File: src/rtl/pipeline_hazard_ctrl_pkg.sv
// Shared types for the pipeline hazard controller: FSM state encoding,
// PC source codes and the bundle of pipeline control outputs.
package pipeline_hazard_ctrl_pkg;

  typedef enum logic [1:0] {
    ST_RUN       = 2'd0,
    ST_MD_WAIT   = 2'd1,
    ST_EXC_DRAIN = 2'd2
  } state_e;

  typedef enum logic [1:0] {
    PCSEL_SEQ = 2'b00,
    PCSEL_BR  = 2'b01,
    PCSEL_EXC = 2'b10,
    PCSEL_EPC = 2'b11
  } pc_sel_e;

  typedef struct packed {
    logic    pc_write;
    pc_sel_e pc_sel;
    logic    if_id_stall;
    logic    if_id_flush;
    logic    id_ex_stall;
    logic    id_ex_flush;
    logic    ex_mem_flush;
  } ctrl_t;

  localparam ctrl_t CTRL_IDLE = '{pc_write: 1'b1, pc_sel: PCSEL_SEQ, default: 1'b0};

  function automatic int max_int(input int a, input int b);
    return (a > b) ? a : b;
  endfunction

endpackage

File: src/rtl/pipeline_hazard_ctrl_if.sv
// Hazard-condition inputs and pipeline-control outputs of the hazard
// controller; slave is the controller, master is the pipeline datapath.
interface pipeline_hazard_ctrl_if;
  logic [4:0] ID_Rs;
  logic [4:0] ID_Rt;
  logic       ID_UsesRs;
  logic       ID_UsesRt;
  logic       ID_EX_MemRead;
  logic [4:0] ID_EX_Rt;
  logic       EX_BranchTaken;
  logic       EX_MD_Start;
  logic       MEM_Exception;
  logic       MEM_eret;
  logic       PC_Write;
  logic [1:0] PC_Sel;
  logic       IF_ID_Stall;
  logic       IF_ID_Flush;
  logic       ID_EX_Stall;
  logic       ID_EX_Flush;
  logic       EX_MEM_Flush;
  logic       Busy;

  modport master (
    output ID_Rs, ID_Rt, ID_UsesRs, ID_UsesRt, ID_EX_MemRead, ID_EX_Rt,
           EX_BranchTaken, EX_MD_Start, MEM_Exception, MEM_eret,
    input  PC_Write, PC_Sel, IF_ID_Stall, IF_ID_Flush, ID_EX_Stall,
           ID_EX_Flush, EX_MEM_Flush, Busy
  );

  modport slave (
    input  ID_Rs, ID_Rt, ID_UsesRs, ID_UsesRt, ID_EX_MemRead, ID_EX_Rt,
           EX_BranchTaken, EX_MD_Start, MEM_Exception, MEM_eret,
    output PC_Write, PC_Sel, IF_ID_Stall, IF_ID_Flush, ID_EX_Stall,
           ID_EX_Flush, EX_MEM_Flush, Busy
  );
endinterface

File: src/rtl/pipeline_hazard_ctrl_load_use.sv
// Combinational load-use detector: the ID instruction reads a register
// that the load currently in EX has not yet written.
module load_use_detect (
  input  logic [4:0] id_rs,
  input  logic [4:0] id_rt,
  input  logic       id_uses_rs,
  input  logic       id_uses_rt,
  input  logic       ex_mem_read,
  input  logic [4:0] ex_rt,
  output logic       lu
);

  // $zero never carries a real dependency, so a load targeting it is harmless.
  assign lu = ex_mem_read && (ex_rt != 5'd0) &&
              ((id_uses_rs && (id_rs == ex_rt)) ||
               (id_uses_rt && (id_rt == ex_rt)));

endmodule

File: src/rtl/pipeline_hazard_ctrl.sv
// Central stall/flush sequencer for the 5-stage pipeline: prioritised
// exception > branch > mult/div > load-use, with Mealy control outputs.
module pipeline_hazard_ctrl
  import pipeline_hazard_ctrl_pkg::*;
#(
  parameter int MD_LATENCY = 32,
  parameter int EXC_DRAIN  = 2
) (
  input logic                   clk,
  input logic                   reset,
  pipeline_hazard_ctrl_if.slave hz
);

  localparam int CNT_W = $clog2(max_int(MD_LATENCY, EXC_DRAIN) + 1);
  localparam logic [CNT_W-1:0] MD_LOAD  = CNT_W'(MD_LATENCY - 1);
  localparam logic [CNT_W-1:0] EXC_LOAD = CNT_W'(EXC_DRAIN - 1);

  state_e           state, state_nxt;
  logic [CNT_W-1:0] cnt, cnt_nxt;
  logic             lu;
  logic             redirect;
  ctrl_t            ctrl;

  load_use_detect u_lu (
    .id_rs       (hz.ID_Rs),
    .id_rt       (hz.ID_Rt),
    .id_uses_rs  (hz.ID_UsesRs),
    .id_uses_rt  (hz.ID_UsesRt),
    .ex_mem_read (hz.ID_EX_MemRead),
    .ex_rt       (hz.ID_EX_Rt),
    .lu          (lu)
  );

  assign redirect = hz.MEM_Exception || hz.MEM_eret;

  // NOTE: sequential state uses non-blocking assignments so every flop
  // samples pre-edge values regardless of process evaluation order.
  always_ff @(posedge clk) begin
    if (reset) begin
      state <= ST_RUN;
      cnt   <= '0;
    end else begin
      state <= state_nxt;
      cnt   <= cnt_nxt;
    end
  end

  // NOTE: defaults first in every combinational process so no path leaves
  // a signal unassigned, which would infer a latch.
  always_comb begin
    state_nxt = state;
    cnt_nxt   = cnt;
    unique case (state)
      ST_RUN: begin
        if (redirect) begin
          state_nxt = ST_EXC_DRAIN;
          cnt_nxt   = EXC_LOAD;
        end else if (!hz.EX_BranchTaken && hz.EX_MD_Start) begin
          state_nxt = ST_MD_WAIT;
          cnt_nxt   = MD_LOAD;
        end
      end
      ST_MD_WAIT: begin
        // A redirect aborts the mult/div outright; it is never resumed.
        if (redirect) begin
          state_nxt = ST_EXC_DRAIN;
          cnt_nxt   = EXC_LOAD;
        end else if (cnt == '0) begin
          state_nxt = ST_RUN;
        end else begin
          cnt_nxt = cnt - 1'b1;
        end
      end
      ST_EXC_DRAIN: begin
        if (cnt == '0) state_nxt = ST_RUN;
        else           cnt_nxt   = cnt - 1'b1;
      end
      default: begin
        state_nxt = ST_RUN;
        cnt_nxt   = '0;
      end
    endcase
  end

  always_comb begin
    ctrl = CTRL_IDLE;
    if (reset) begin
      ctrl = '0;
    end else begin
      unique case (state)
        ST_RUN, ST_MD_WAIT: begin
          if (redirect) begin
            ctrl.pc_sel       = hz.MEM_Exception ? PCSEL_EXC : PCSEL_EPC;
            ctrl.if_id_flush  = 1'b1;
            ctrl.id_ex_flush  = 1'b1;
            ctrl.ex_mem_flush = 1'b1;
          end else if (state == ST_MD_WAIT) begin
            ctrl.pc_write     = 1'b0;
            ctrl.if_id_stall  = 1'b1;
            ctrl.id_ex_stall  = 1'b1;
            ctrl.ex_mem_flush = 1'b1;
          end else if (hz.EX_BranchTaken) begin
            ctrl.pc_sel      = PCSEL_BR;
            ctrl.if_id_flush = 1'b1;
            ctrl.id_ex_flush = 1'b1;
          end else if (!hz.EX_MD_Start && lu) begin
            ctrl.pc_write    = 1'b0;
            ctrl.if_id_stall = 1'b1;
            ctrl.id_ex_flush = 1'b1;
          end
        end
        ST_EXC_DRAIN: begin
          ctrl.pc_write     = 1'b0;
          ctrl.if_id_flush  = 1'b1;
          ctrl.id_ex_flush  = 1'b1;
          ctrl.ex_mem_flush = 1'b1;
        end
        default: ctrl = CTRL_IDLE;
      endcase
    end
  end

  assign hz.PC_Write     = ctrl.pc_write;
  assign hz.PC_Sel       = ctrl.pc_sel;
  assign hz.IF_ID_Stall  = ctrl.if_id_stall;
  assign hz.IF_ID_Flush  = ctrl.if_id_flush;
  assign hz.ID_EX_Stall  = ctrl.id_ex_stall;
  assign hz.ID_EX_Flush  = ctrl.id_ex_flush;
  assign hz.EX_MEM_Flush = ctrl.ex_mem_flush;
  assign hz.Busy         = !reset && (state != ST_RUN);

endmodule

File: src/flat_wrapper.sv
// flat-port wrapper written by rule: the top's interface ports become plain ports
module pipeline_hazard_ctrl_flat import pipeline_hazard_ctrl_pkg::*;
#(
  parameter int MD_LATENCY = 32,
  parameter int EXC_DRAIN  = 2
)
  (clk, reset, hz_ID_Rs, hz_ID_Rt, hz_ID_UsesRs, hz_ID_UsesRt, hz_ID_EX_MemRead, hz_ID_EX_Rt, hz_EX_BranchTaken, hz_EX_MD_Start, hz_MEM_Exception, hz_MEM_eret, hz_PC_Write, hz_PC_Sel, hz_IF_ID_Stall, hz_IF_ID_Flush, hz_ID_EX_Stall, hz_ID_EX_Flush, hz_EX_MEM_Flush, hz_Busy);
  pipeline_hazard_ctrl_if hz_i ();
  input logic clk;
  input logic reset;
  input wire logic [$bits(hz_i.ID_Rs)-1:0] hz_ID_Rs;
  input wire logic [$bits(hz_i.ID_Rt)-1:0] hz_ID_Rt;
  input wire logic [$bits(hz_i.ID_UsesRs)-1:0] hz_ID_UsesRs;
  input wire logic [$bits(hz_i.ID_UsesRt)-1:0] hz_ID_UsesRt;
  input wire logic [$bits(hz_i.ID_EX_MemRead)-1:0] hz_ID_EX_MemRead;
  input wire logic [$bits(hz_i.ID_EX_Rt)-1:0] hz_ID_EX_Rt;
  input wire logic [$bits(hz_i.EX_BranchTaken)-1:0] hz_EX_BranchTaken;
  input wire logic [$bits(hz_i.EX_MD_Start)-1:0] hz_EX_MD_Start;
  input wire logic [$bits(hz_i.MEM_Exception)-1:0] hz_MEM_Exception;
  input wire logic [$bits(hz_i.MEM_eret)-1:0] hz_MEM_eret;
  output wire logic [$bits(hz_i.PC_Write)-1:0] hz_PC_Write;
  output wire logic [$bits(hz_i.PC_Sel)-1:0] hz_PC_Sel;
  output wire logic [$bits(hz_i.IF_ID_Stall)-1:0] hz_IF_ID_Stall;
  output wire logic [$bits(hz_i.IF_ID_Flush)-1:0] hz_IF_ID_Flush;
  output wire logic [$bits(hz_i.ID_EX_Stall)-1:0] hz_ID_EX_Stall;
  output wire logic [$bits(hz_i.ID_EX_Flush)-1:0] hz_ID_EX_Flush;
  output wire logic [$bits(hz_i.EX_MEM_Flush)-1:0] hz_EX_MEM_Flush;
  output wire logic [$bits(hz_i.Busy)-1:0] hz_Busy;
  assign hz_i.ID_Rs = hz_ID_Rs;
  assign hz_i.ID_Rt = hz_ID_Rt;
  assign hz_i.ID_UsesRs = hz_ID_UsesRs;
  assign hz_i.ID_UsesRt = hz_ID_UsesRt;
  assign hz_i.ID_EX_MemRead = hz_ID_EX_MemRead;
  assign hz_i.ID_EX_Rt = hz_ID_EX_Rt;
  assign hz_i.EX_BranchTaken = hz_EX_BranchTaken;
  assign hz_i.EX_MD_Start = hz_EX_MD_Start;
  assign hz_i.MEM_Exception = hz_MEM_Exception;
  assign hz_i.MEM_eret = hz_MEM_eret;
  assign hz_PC_Write = hz_i.PC_Write;
  assign hz_PC_Sel = hz_i.PC_Sel;
  assign hz_IF_ID_Stall = hz_i.IF_ID_Stall;
  assign hz_IF_ID_Flush = hz_i.IF_ID_Flush;
  assign hz_ID_EX_Stall = hz_i.ID_EX_Stall;
  assign hz_ID_EX_Flush = hz_i.ID_EX_Flush;
  assign hz_EX_MEM_Flush = hz_i.EX_MEM_Flush;
  assign hz_Busy = hz_i.Busy;
  pipeline_hazard_ctrl #(.MD_LATENCY(MD_LATENCY), .EXC_DRAIN(EXC_DRAIN)) u_core (.clk(clk), .reset(reset), .hz(hz_i));
endmodule
File: config.mk
export PLATFORM = sky130hd
export DESIGN_NAME = pipeline_hazard_ctrl_flat
export DESIGN_NICKNAME = d
export VERILOG_FILES = /design/src/rtl/pipeline_hazard_ctrl_pkg.sv /design/src/rtl/pipeline_hazard_ctrl_if.sv /design/src/rtl/pipeline_hazard_ctrl_load_use.sv /design/src/rtl/pipeline_hazard_ctrl.sv /design/src/flat_wrapper.sv
export SDC_FILE = /design/constraint.sdc
export NUM_CORES = 1
export LEC_CHECK = 0
export ABC_AREA = 1
export CAP_MARGIN = 20
export CORE_ASPECT_RATIO = 1.2
export CORE_MARGIN = 5
export CORE_UTILIZATION = 43
export DETAILED_ROUTE_END_ITERATION = 16
export HOLD_SLACK_MARGIN = 0.12
export PLACE_DENSITY = 0.79
export SLEW_MARGIN = 10
export SYNTH_ARGS = -nofsm -noshare
export SYNTH_HDL_FRONTEND = slang
export SYNTH_SLANG_ARGS = --single-unit
File: constraint.sdc
create_clock -name clk -period 1.55 [get_ports clk]
set_clock_uncertainty 0.1 [all_clocks]
set_input_delay 0.155 -clock clk [delete_from_list [all_inputs] [get_ports clk]]
set_output_delay 0.155 -clock clk [all_outputs]
set_load 0.05 [all_outputs]
; After elaboration in Yosys (flattened, before gate mapping)
; Cells that the tools add are included.
[op_classes]
n_addsub = 1
eq_ne = 5
n_mux = 36
n_reduce_logical = 17
[ops]
columns = op, count
row1 = 6-bit 2-to-1 mux, 4
row2 = 1-bit 2-to-1 mux, 18
row3 = 6-bit case mux with 3 select lines, 1
row4 = 2-bit 2-to-1 mux, 7
row5 = 5-bit equality test, 2
row6 = 8-bit 2-to-1 mux, 1
row7 = 1-bit logical AND, 7
row8 = 6-bit logical NOT, 1
row9 = 2-bit case mux with 3 select lines, 1
row10 = "6-bit by 1-bit subtractor with 6-bit output, second input constant", 1
row11 = 5-bit nonzero test, 1
row12 = 1-bit case mux with 2 select lines, 2
row13 = 2-bit case mux with 2 select lines, 1
row14 = 1-bit logical NOT, 3
row15 = 3-bit 2-to-1 mux, 1
row16 = "3-bit by 1-bit != test with 1-bit output, second input constant", 1
row17 = "2-bit by 1-bit equality test with 1-bit output, second input constant", 1
row18 = "2-bit equality test, second input constant", 1
row19 = 2-bit logical NOT, 1
row20 = 1-bit logical OR, 2
row21 = 2-bit nonzero test, 1
row22 = 2-bit OR reduction, 1
[word_totals]
reg_bits = 8
in_bits = 24
output_inout_bits = 9
wordCells = 61

; Longest topological paths before layout
[logic_depth]
ltp_word = 11
depth_mapped = 10
mapped_depth_nobuf = 10

; Hierarchy
; A second synthesis with hierarchy kept.
[unflattened]
cells_unflattened = 165
hier_area_um2 = 878.3
[modules_own_cells]
columns = mod, instances, cells_per_inst, area_each_um2, seq_area_each_um2
row1 = pipeline_hazard_ctrl, 1, 111, 661.9, 160.2
row2 = load_use_detect, 1, 54, 216.5, 0.0

; Worst setup path after synthesis
; Ideal clock, no wire load.
[synth_timing]
path_type = reg-to-output
startpoint = reg u_core.state[1]
endpoint = out hz_PC_Sel[0]
t_arrival_ps = 2145
required_time_ps = 1295
slack_ps = -850
stages_incl_launch_ff = 5
path_buffers = 0
cell_sequence = dfxtp_1 nor2_2 nor2_1 nor2_1 nor4_1
[synth_via]
elab_chain_len = 5
elab_cells_between_ends = 7
cone_classes = eq/ne (1) / mux (4) / reduce/logical (2)
[synth_lines]
columns = element, line_no
row1 = from (decl), pipeline_hazard_ctrl.sv:18  ; state_e state, state_nxt;
row2 = from (signal assigned), pipeline_hazard_ctrl.sv:43  ; state <= state_nxt;
row3 = 2-bit by 1-bit equality test with 1-bit output, "pipeline_hazard_ctrl.sv:90, pipeline_hazard_ctrl.sv:97"
row4 = 2-bit 2-to-1 mux, pipeline_hazard_ctrl.sv:97  ; end else if (state == ST_MD_WAIT) begin
row5 = 2-bit 2-to-1 mux, pipeline_hazard_ctrl.sv:92  ; if (redirect) begin
row6 = 3-bit 2-to-1 mux *, pipeline_hazard_ctrl.sv:90  ; unique case (state)
row7 = 8-bit 2-to-1 mux *, pipeline_hazard_ctrl.sv:87  ; if (reset) begin
row8 = to (decl), flat_wrapper.sv:22  ; output wire logic [$bits(hz_i.PC_Sel)-1:0] hz_PC_Sel;
; Mark *: on every way between the ends. The rest lies on a longest branch, timed or not.

; Final worst setup path
[layout_timing]
startpoint = reg u_core.state[0]
endpoint = out hz_IF_ID_Stall
[layout_via]
elab_chain_len = 5
elab_cells_between_ends = 7
cone_classes = eq/ne (1) / mux (4) / reduce/logical (2)
[layout_lines]
columns = element, line_no
row1 = 2-bit by 1-bit equality test with 1-bit output, "pipeline_hazard_ctrl.sv:90, pipeline_hazard_ctrl.sv:97"
row2 = 1-bit 2-to-1 mux, pipeline_hazard_ctrl.sv:97
row3 = 1-bit 2-to-1 mux, pipeline_hazard_ctrl.sv:92
row4 = 3-bit 2-to-1 mux *, pipeline_hazard_ctrl.sv:90
row5 = 8-bit 2-to-1 mux *, pipeline_hazard_ctrl.sv:87
row6 = to (decl), flat_wrapper.sv:23  ; output wire logic [$bits(hz_i.IF_ID_Stall)-1:0] hz_IF_ID_Stall;
; Marked as above.

==> reports/qor.yml <==
io_buffers: 32
p_sw_share_pct: 42.7
hpwl_mm: 2.02
track_usage_pct: 20.4
ir_worst_vdd_uv: 618
hold_path_class: "flop to flop"
wl_met2_mm: 1.65
avgViaCountPerCell: 5.12
slew_headroom_pct: 81.9
wl_met3_um: 158
grt_overflow_total: 0
fillers: 117
grt_max_degree: 12
worst-slew-pin-transition_ps: 270
utilization_pct: 82.2
antenna_left: 0
worst-path-max-fanout: 2
final_nets: 232
clock_sinks: 8
timing.final.ws_setup_ps: -209
drc: 0
gp_congestion: 0.838
syn_avg_cell_area_um2: 5.48
firstDrtPassIters: 4
antenna_cells: 0
fin_area_um2: 1520
die_y_um: 58.4
vias: 1141
worstPathRequired_ps: 1290
clk_latency_ps: 270
netlist_area_um2: 838
yosysSeqAreaShare_pct: 19.1
cts_buffers: 3
die_w_um: 50.3
fin_crit_sh_pct: 113
dpl.cell_count: 216
drt_iter0_drc: 43
startpoint_type: "flop"
p_per_area_nw_per_um2: 641
status: "finished, violations left"
sequentialPowerShare_pct: 26.0
ys_warn_count: 0
cts_buffer_depth: 2
route.top_layer_used: "met4"
dpl_cell_area_um2: 1390
ioPinCount: 33
drv_slew: 0
mappedNetlistNets: 179
antenna_found_initial: 0
fin_tns_setup_ps: -642
power.switching_uw: 417
critPathKind: "flop to output port"
setup_violations: 6
pwr-share-clk_pct: 17.5
wl_met1_mm: 1.11
synth.distinct_cells: 26
rows: 17
area_delta_synth_final_pct: 81.3
core_area_um2: 1850
hold_viol: 0
htreeDepth: 1
grt_pass1_vias: 1118
rsz0062_at_grt: "true"
cap_violations: 0
path_clk_slew_ps: 50
p_leak_uw: 0.000809
wirelength_mm: 3.03
die-area_um2: 2940
arrival_ps: 1500
p_comb_share_pct: 56.5
grt_pass1_wl_mm: 4.79
fmax_mhz: 569
cts_tree: "yes"
start_util_pct: 45.3
internal-power_uw: 558
drive_gt1_share_pct: 39.2
wire_per_inst_um: 13.6
fin_crit_ps: 1760
worstSetupEndpointType: "output port"
cts_root_buffer: "clkbuf_4"
ys_ff_latch: 8
stdcell_count: 223
violations: "setup timing"
synthCells: 153
## worst paths after layout
| path | start | endpoint | slack, ps | cells past startpoint |
|---|---|---|---|---|
| min | u_core.cnt[0] | u_core.cnt[0] | 390 | 2 |
| max reg2reg | u_core.cnt[0] | u_core.cnt[1] | 120 | 7 |
| max | u_core.state[0] | hz_IF_ID_Stall | -210 | 8 |
| min reg2reg | u_core.cnt[0] | u_core.cnt[0] | 390 | 2 |
## worst max-delay path, cell delays in order (launching register included)
cell     delay, ps
dfxtp_2        340
inv_2           60
nor2_4          90
nor2_2          50
nor4_2         140
inv_1          100
a21oi_2        150
and2_4         170
buf_12         130
## sequential cells by signal, indices dropped and copies added (netlist names)
signal / cells
u_core.cnt: 6
u_core.state: 2
## cell type report
class	count	area, um^2	share of cell area (%)
Clock buffer	3	22.5	1.48
Inverter	28	108	7.08
Multi-Input combinational cell	116	696	45.8
Sequential cell	8	165	10.9
Tap cell	19	23.8	1.56
Timing Repair Buffer	49	505	33.3
## power groups by stage
stage | combinational, uW | sequential, uW | clock, uW
after floorplan | 274 | 253 | 0
after global placement | 475 | 251 | 0
after detailed placement | 486 | 252 | 0
after CTS | 500 | 251 | 169
after global routing | 592 | 256 | 183
final | 550 | 254 | 171
## per-layer routing
metal	vias to the layer above	global-route usage, %
met5	-	0
met1	518	22.2
met4	0	8.76
met2	37	38.6
met3	11	2.53
li1	575	-
## cells by family (layout without fill, tap and decap cells)
group	after synthesis	count (layout)	share of synthesized area, %
compound gates	17	17	12.2
simple gates	94	94	49.3
flops	8	8	19.1
xor+xnor	3	3	3.13
buf+inv	29	80	13.3
fa+ha+maj	2	2	2.98
## what timing repair did
action,in CTS,in global routing
setup buffers,4,3
resized for setup,61,29
pin swaps,21,17
hold buffers,0,0
setup endpoints to repair,8,14
## through the flow
step | worst slack (ps) | hold WS [ps] | total power (uW)
floorplan | -15.8 | 134 | 528
global placement | -338 | 352 | 726
detailed placement | -358 | 374 | 738
CTS | -213 | 382 | 919
global route | -294 | 407 | 1030
finish | -209 | 388 | 974
## cells in the mapped netlist (all sizes together)
| master | instances | share of area (%) |
|---|---|---|
| a31oi | 1 | 0.75 |
| nand2 | 56 | 26 |
| o21ai | 3 | 1.8 |
| inv | 28 | 13 |
| dfxtp | 8 | 19 |
| xor2 | 2 | 2.1 |
| and3 | 1 | 0.75 |
| nand3 | 6 | 3.6 |
| nor3 | 3 | 1.8 |
| a21oi | 11 | 7.9 |
| clkbuf | 1 | 0.45 |
| and2 | 1 | 0.75 |
| nand4 | 1 | 0.75 |
| nor4 | 2 | 1.5 |
| o211ai | 2 | 1.8 |
| ha | 2 | 3.0 |
| nor2 | 24 | 14 |
| xnor2 | 1 | 1.0 |
## cells in the final DEF (no fill, tap or decap), types with 2 or more instances in the layout
master / n
nand2_1: 48
inv_1: 16
buf_4: 13
nor2_1: 12
inv_2: 11
a21oi_1: 8
buf_12: 8
nor2_4: 7
dlygate4sd2_1: 6
dfxtp_1: 6
nand3_1: 5
buf_2: 5
clkdlybuf4s15_1: 5
buf_6: 5
nor2_2: 4
nand2_2: 4
nand2_4: 4
clkbuf_4: 3
clkdlybuf4s50_1: 3
a21oi_2: 2
o211ai_1: 2
nor3_1: 2
xor2_1: 2
o21ai_1: 2
ha_1: 2
clkbuf_2: 2
Note: power is estimated with default switching activity, not from simulation.
